--- config.mk ---
export PLATFORM = sky130hd
export DESIGN_NAME = controlador_oposto
export DESIGN_NICKNAME = d
export VERILOG_FILES = /design/src/rtl/coproc_pkg.sv /design/src/rtl/modulo_oposto.sv /design/src/rtl/controlador_oposto.sv
export SDC_FILE = /design/constraint.sdc
export NUM_CORES = 1
export LEC_CHECK = 0
export CORE_MARGIN = 3
export CORE_UTILIZATION = 45
export CTS_CLUSTER_SIZE = 16
export DETAILED_ROUTE_END_ITERATION = 10
export PLACE_DENSITY = 0.87
export SYNTH_ARGS = -nofsm -noshare
export SYNTH_HDL_FRONTEND = slang
export SYNTH_SLANG_ARGS = --single-unit
--- constraint.sdc ---
create_clock -name clk -period 1.8 [get_ports clk]
set_input_delay 0.36 -clock clk [delete_from_list [all_inputs] [get_ports clk]]
set_output_delay 0.36 -clock clk [all_outputs]
set_load 0.05 [all_outputs]
--- src/rtl/coproc_pkg.sv ---
// Shared types and constants for the coprocessor "opposite" datapath:
// operand/result widths, sequencer states and the 8-bit saturation helper.
package coproc_pkg;

    localparam int DATA_W = 8;
    localparam int RES_W  = 9;

    typedef enum logic [2:0] {
        IDLE,
        READ,
        WAIT,
        WRITE,
        DONE
    } state_t;

    localparam logic signed [DATA_W-1:0] SAT_MAX = 8'sh7F;
    localparam logic signed [DATA_W-1:0] SAT_MIN = 8'sh80;

    typedef struct packed {
        logic [DATA_W-1:0] val;
        logic              clip;
    } sat_t;

    function automatic sat_t sat8(input logic signed [RES_W-1:0] n);
        sat_t r;
        if (n < -9'sd128) begin
            r = '{val: SAT_MIN, clip: 1'b1};
        end else if (n > 9'sd127) begin
            r = '{val: SAT_MAX, clip: 1'b1};
        end else begin
            r = '{val: n[DATA_W-1:0], clip: 1'b0};
        end
        return r;
    endfunction

endpackage

--- src/rtl/modulo_oposto.sv ---
// Combinational negation stage: widens the unsigned operand by one bit
// and returns its two's complement opposite (-255..0).
module modulo_oposto
    import coproc_pkg::*;
(
    input  logic [DATA_W-1:0] entrada,
    output logic [RES_W-1:0]  saida
);

    assign saida = -{1'b0, entrada};

endmodule

--- src/rtl/controlador_oposto.sv ---
// Sequencer that streams NUM_ELEM operands through modulo_oposto,
// saturates to signed 8 bits and writes results under ready backpressure.
module controlador_oposto
    import coproc_pkg::*;
#(
    parameter int NUM_ELEM = 25,
    parameter int ADDR_W   = 5
) (
    input  logic              clk,
    input  logic              rst_n,
    input  logic              start,
    output logic              busy,
    output logic              done,
    output logic              overflow,
    output logic              rd_en,
    output logic [ADDR_W-1:0] rd_addr,
    input  logic [DATA_W-1:0] rd_data,
    output logic              wr_en,
    output logic [ADDR_W-1:0] wr_addr,
    output logic [DATA_W-1:0] wr_data,
    input  logic              wr_ready
);

    localparam logic [ADDR_W-1:0] LAST = ADDR_W'(NUM_ELEM - 1);

    state_t              state_q;
    logic [ADDR_W-1:0]   idx_q;
    logic                busy_q;
    logic                done_q;
    logic                overflow_q;
    logic                rd_en_q;
    logic [ADDR_W-1:0]   rd_addr_q;
    logic                wr_en_q;
    logic [ADDR_W-1:0]   wr_addr_q;
    logic [DATA_W-1:0]   wr_data_q;

    logic [RES_W-1:0]    neg;
    sat_t                sat_d;

    modulo_oposto u_neg (
        .entrada (rd_data),
        .saida   (neg)
    );

    assign sat_d = sat8(signed'(neg));

    // Strobes are set on entry to READ/WRITE so they are high in that state.
    always_ff @(posedge clk or negedge rst_n) begin
        if (!rst_n) begin
            state_q    <= IDLE;
            idx_q      <= '0;
            busy_q     <= 1'b0;
            done_q     <= 1'b0;
            overflow_q <= 1'b0;
            rd_en_q    <= 1'b0;
            rd_addr_q  <= '0;
            wr_en_q    <= 1'b0;
            wr_addr_q  <= '0;
            wr_data_q  <= '0;
        end else begin
            done_q <= 1'b0;
            unique case (state_q)
                IDLE: begin
                    if (start) begin
                        state_q    <= READ;
                        idx_q      <= '0;
                        overflow_q <= 1'b0;
                        busy_q     <= 1'b1;
                        rd_en_q    <= 1'b1;
                        rd_addr_q  <= '0;
                    end
                end
                READ: begin
                    rd_en_q <= 1'b0;
                    state_q <= WAIT;
                end
                WAIT: begin
                    wr_data_q <= sat_d.val;
                    if (sat_d.clip) begin
                        overflow_q <= 1'b1;
                    end
                    wr_en_q   <= 1'b1;
                    wr_addr_q <= idx_q;
                    state_q   <= WRITE;
                end
                WRITE: begin
                    if (wr_ready) begin
                        wr_en_q <= 1'b0;
                        if (idx_q == LAST) begin
                            state_q <= DONE;
                        end else begin
                            idx_q     <= idx_q + 1'b1;
                            rd_en_q   <= 1'b1;
                            rd_addr_q <= idx_q + 1'b1;
                            state_q   <= READ;
                        end
                    end
                end
                DONE: begin
                    done_q  <= 1'b1;
                    busy_q  <= 1'b0;
                    state_q <= IDLE;
                end
                default: state_q <= IDLE;
            endcase
        end
    end

    assign busy     = busy_q;
    assign done     = done_q;
    assign overflow = overflow_q;
    assign rd_en    = rd_en_q;
    assign rd_addr  = rd_addr_q;
    assign wr_en    = wr_en_q;
    assign wr_addr  = wr_addr_q;
    assign wr_data  = wr_data_q;

endmodule

==> Yosys cells after proc, flatten, opt, wreduce, memory -nomap -nowiden <==
Cells that the tools add are included.
W data, S select, Z words.
{ "op_classes": {"addsub": 2, "n_mul": 0, "div_mod_pow": 0, "magnitude_cmp": 2, "n_eq_ne": 9, "shifts": 0, "mux": 21, "bitwise_logic": 0, "n_reduce_logical": 12} }
{ "op_table": {"columns": ["operator", "n"], "rows": [
  ["$mux W9", 2],
  ["$mux W5", 3],
  ["$pmux W3 S4", 1],
  ["$pmux W5 S2", 1],
  ["$gt A9 B8 Y1 const B", 1],
  ["$lt A9 B8 Y1 const B", 1],
  ["$mux W3", 3],
  ["$neg A8 Y9", 1],
  ["$ne A2 B2 Y1 const B", 4],
  ["$reduce_and A4 Y1", 2],
  ["$reduce_bool A2 Y1", 4],
  ["$mux W1", 7],
  ["$eq A3 B2 Y1 const B", 2],
  ["$pmux W1 S2", 3],
  ["$reduce_and A2 Y1", 3],
  ["$add A5 B1 Y5 const B", 1],
  ["$eq A5 B5 Y1 const B", 1],
  ["$eq A3 B1 Y1 const B", 1],
  ["$eq A3 B3 Y1 const B", 1],
  ["$logic_not A3 Y1", 1],
  ["$pmux W1 S3", 1],
  ["$reduce_and A3 Y1", 1],
  ["$reduce_bool A3 Y1", 1]
]} }
{ "totals": {"regBits": 26, "latchBits": 0, "ramBits": 0, "rom_bits": 0, "in_bits": 12, "output_inout_bits": 23, "elab_cells": 55, "n_memories": 0} }

==> Depth between registers and ports, before layout <==
{ "logic_depth": {"word_depth": 6, "mapped_depth": 6, "ltp_nobuf": 6} }

==> By module <==
From an unflattened synthesis, not the netlist that was laid out.
{ "hier_totals": {"cells_unflattened": 144, "area_unflattened_um2": 1408.9} }
{ "by_module_without_submodules": {"columns": ["module", "n_inst", "cells_per_inst", "area_per_inst_um2", "seq_area_each_um2"], "rows": [
  ["controlador_oposto", 1, 124, 1265.0, 650.6],
  ["modulo_oposto", 1, 20, 143.9, 0.0]
]} }

==> Worst setup path before layout <==
OpenSTA, ideal clock, no wires.
{ "synth_timing": {"kind": "in2reg", "from": "input port rd_data[5]", "to": "register wr_data_q[2], in the netlist wr_data[2]", "setup_time_ns": 0.076, "t_arrival_ns": 1.588, "required_ns": 1.724, "slack_ns": 0.135, "cell_stages": 4, "n_path_buf": 0, "path_cell_list": "or4_4 > o21ai_2 > or3b_4 > o21ai_1"} }
{ "synth_via": {"elab_chain_len": 4, "word_cells_on_any_way": 5, "cone_classes": "add/sub: 1; order compare: 2; mux: 2"} }
{ "synth_lines": {"columns": ["item", "line", "rtl"], "rows": [
  ["start: declaration", "controlador_oposto.sv:17", "input logic [DATA_W-1:0] rd_data,"],
  ["$neg A8 Y9 *", "modulo_oposto.sv:10", "assign saida = -{1'b0, entrada};"],
  ["$gt A9 B8 Y1", "coproc_pkg.sv:28", "end else if (n > 9'sd127) begin"],
  ["$mux W9", "coproc_pkg.sv:28", null],
  ["$mux W9 *", "coproc_pkg.sv:26", "if (n < -9'sd128) begin"],
  ["end signal: assignment", "controlador_oposto.sv:78", "wr_data_q <= sat_d.val;"],
  ["end: declaration", "controlador_oposto.sv:35", "logic [DATA_W-1:0] wr_data_q;"]
]} }
Mark *: on every way between the ends. The rest lies on a longest branch, timed or not.
A chain may end at the register's enable or synchronous reset.

==> Worst setup path in the final report <==
{ "layout_timing": {"from": "input port rd_data[2]", "to": "register wr_data_q[6], in the netlist wr_data[6]"} }
Same word-level chain as after synthesis.

==> flow_summary.json <==
{
  "outcome": "finished, final reports clean",
  "irDropWorstVdd_uv": 1410,
  "worstReg2RegEnd": "wr_data[6]",
  "io_pins": 35,
  "core_area_um2": 2540,
  "skew_ps": 10.6,
  "grt_pass1_wl_um": 5040,
  "power_leakage_nw": 0.891,
  "synthTopCellsByArea": "dfrtp_1 (52%), nand2_1 (4.8%), nor2_1 (3.3%)",
  "syn_area_um2": 1240,
  "synth.most_common_cell": "dfrtp_1",
  "cts_num_sinks": 26,
  "drive_above_1_share": 0.363,
  "routabilityCongestion": 0.895,
  "die_x_um": 58.5,
  "internal_power_mw": 1.46,
  "fin_crit_ps": 1770,
  "cts_max_level": 1,
  "yosysTopAreaCellShare": 0.525,
  "tightest_slew_ps": 434,
  "postLayoutCoreUtil": 0.711,
  "synth_fp_nets": 138,
  "insertion_delay_ps": 320,
  "place_ws_ps": -406,
  "cts_tree": "built",
  "p_seq_frac": 0.334,
  "dieArea_um2": 3420,
  "combinationalPowerShare": 0.564,
  "wire_per_inst_um": 14.4,
  "critPathMaxFanout": 6,
  "placedCellCount": 205,
  "track_usage": 0.191,
  "finalMaxSlewViolations": 0,
  "die_y_um": 58.5,
  "reg2reg_depth": 3,
  "slew_headroom": 0.707,
  "reg2reg_slack_ps": 170,
  "synth_edf_count": 0,
  "yosys.cell_types.count": 38,
  "finalSetupTns_ps": 0,
  "critPathKind": "in -> reg",
  "cp-start-kind": "input port",
  "yosysSeqAreaShare": 0.525,
  "setup_viol": 0,
  "start_util": 0.487,
  "cts_buffer_depth": 2,
  "grt_max_degree": 27,
  "sw_frac_of_total": 0.495,
  "grt_antenna_before_repair": 0,
  "antenna_cells": 0,
  "worstPathRequired_ps": 2050,
  "ys_warn_count": 0,
  "synthFlopType": "dfrtp_1",
  "drtIter0Drc": 30,
  "synthTopCellsByCount": "dfrtp_1 (26), nand2_1 (16), nor2_1 (11)",
  "r2r-start": "state_q[2]",
  "vias_per_cell": 5.48,
  "power_density_nw_per_um2": 1600,
  "first_global_vias": 1186,
  "avgSynthCellArea_um2": 10.1,
  "areaGrowthSynthToFinish_pct": 45.9,
  "final_cells": 212,
  "drt-pass1-iter-count": 4,
  "cp-end-kind": "flip-flop",
  "rows": 18,
  "critPathArrivalTime_ps": 2020,
  "overflow": 0,
  "dp_hpwl_um": 2240,
  "drt-total-wl_um": 3050,
  "synth_top_area_cell": "dfrtp_1",
  "power.switching_mw": 1.43,
  "p_clk_frac": 0.102,
  "rsz0062_at_grt": "no",
  "dr_total_vias": 1161,
  "clk_pin_slew_ps": 140,
  "postRouteAntennaNets": 0,
  "drv_cap": 0,
  "fmax_mhz": 564,
  "port_buffers": 34,
  "post-route-drc-count": 0,
  "fin_ws_ps": 26.9,
  "postSynthCellCount": 123,
  "synth.ff_latch_count": 26,
  "async_reset_ff_frac": 1.00,
  "final_net_count": 198,
  "cts_buffers": 3,
  "clockRootBuffer": "clkbuf_4",
  "min_path_type": "in -> async",
  "num-fill-cells": 189,
  "final_hold_viol_count": 0,
  "p_total_mw": 2.89,
  "post-route-period-util": 0.985
}
==> worst max-delay path by stage <==
stage	from	endpoint	slack, ps	cells past startpoint
2_1_floorplan	rd_data[5]	wr_data[2]	140	4
3_3_place_gp	rd_data[0]	wr_data[6]	-330	7
3_5_place_dp	rd_data[0]	wr_data[6]	-410	7
4_1_cts	rd_data[1]	wr_data[6]	8	7
5_1_grt	rd_data[2]	wr_data[6]	20	5
6_report	rd_data[2]	wr_data[6]	30	5
==> cell type report <==
class / instances / area, µm² / area share
flip-flops and latches: 26 / 651 / 0.360
multi-input cells: 89 / 598 / 0.331
repair buffers: 58 / 468 / 0.259
well taps: 30 / 37.5 / 0.0207
clock buffers: 4 / 36.3 / 0.0201
inverters: 5 / 18.8 / 0.0104
==> flip-flops by register name (all words and copies together), names as in the netlist <==
name      flops
rd_en         1
wr_en         1
overflow      1
wr_addr       5
rd_addr       5
done          1
busy          1
state_q       3
wr_data       8
==> through the flow <==
stage                     hold WS (ps)  cell area [µm²]
after floorplan                   64.4             1240
after global placement             460             1710
after detailed placement           468             1710
after CTS                          405             1780
after global routing               407             1810
final                              393             1810
==> per-layer routing <==
| metal | up-vias | wire length (µm) | part of all wire | track usage |
|---|---|---|---|---|
| li1 | 558 | - | - | - |
| met1 | 575 | 1220 | 0.40 | 0.199 |
| met2 | 26 | 1690 | 0.55 | 0.364 |
| met3 | 2 | 108 | 0.035 | 0.0241 |
| met4 | 0 | 29 | 0.0095 | 0.103 |
| met5 | - | 0 | 0 | 0 |
==> worst max-delay path, cell delays in order <==
cell	delay, ps
clkdlybuf4s50_1	470
or3_1	420
o21ai_2	170
or3b_4	440
o21ai_2	160
==> kinds of logic after synthesis <==
kind of cell | count (synthesis) | synth area share
and+or+nand+nor | 52 | 0.230
xor gates and xnor gates | 5 | 0.0353
muxes | 3 | 0.0272
buffers and inverters | 8 | 0.0242
adders and majority gates | 3 | 0.0303
DFF | 26 | 0.525
AOI/OAI and AO/OA | 26 | 0.128
==> power by group through the flow <==
stage	Clock [mW]	Sequential, mW	Combinational (mW)
final	0.294	0.966	1.63
after global routing	0.321	1.00	1.74
after CTS	0.295	0.971	1.63
after detailed placement	0	0.983	1.61
after global placement	0	0.970	1.58
after floorplan	0	1.63	0.413
==> cells in the final DEF (no fill, tap or decap), types with 4 or more instances in the layout <==
cell / count
o21ai_2: 4
a21oi_1: 6
o21ai_0: 5
dfrtp_1: 26
clkdlybuf4s50_1: 6
inv_1: 5
buf_4: 46
nand2_1: 16
nor2_1: 11
==> what timing repair did <==
item                                    4_1_cts  5_1_grt
resized for setup                             8        6
endpoints found under the setup margin        6        7
gates cloned                                  0        0
endpoints found under the hold margin         0        0
hold buffers                                  0        0
pin swaps                                     9        5
setup buffers                                 3        0
Power figures use the tool's default switching activity.
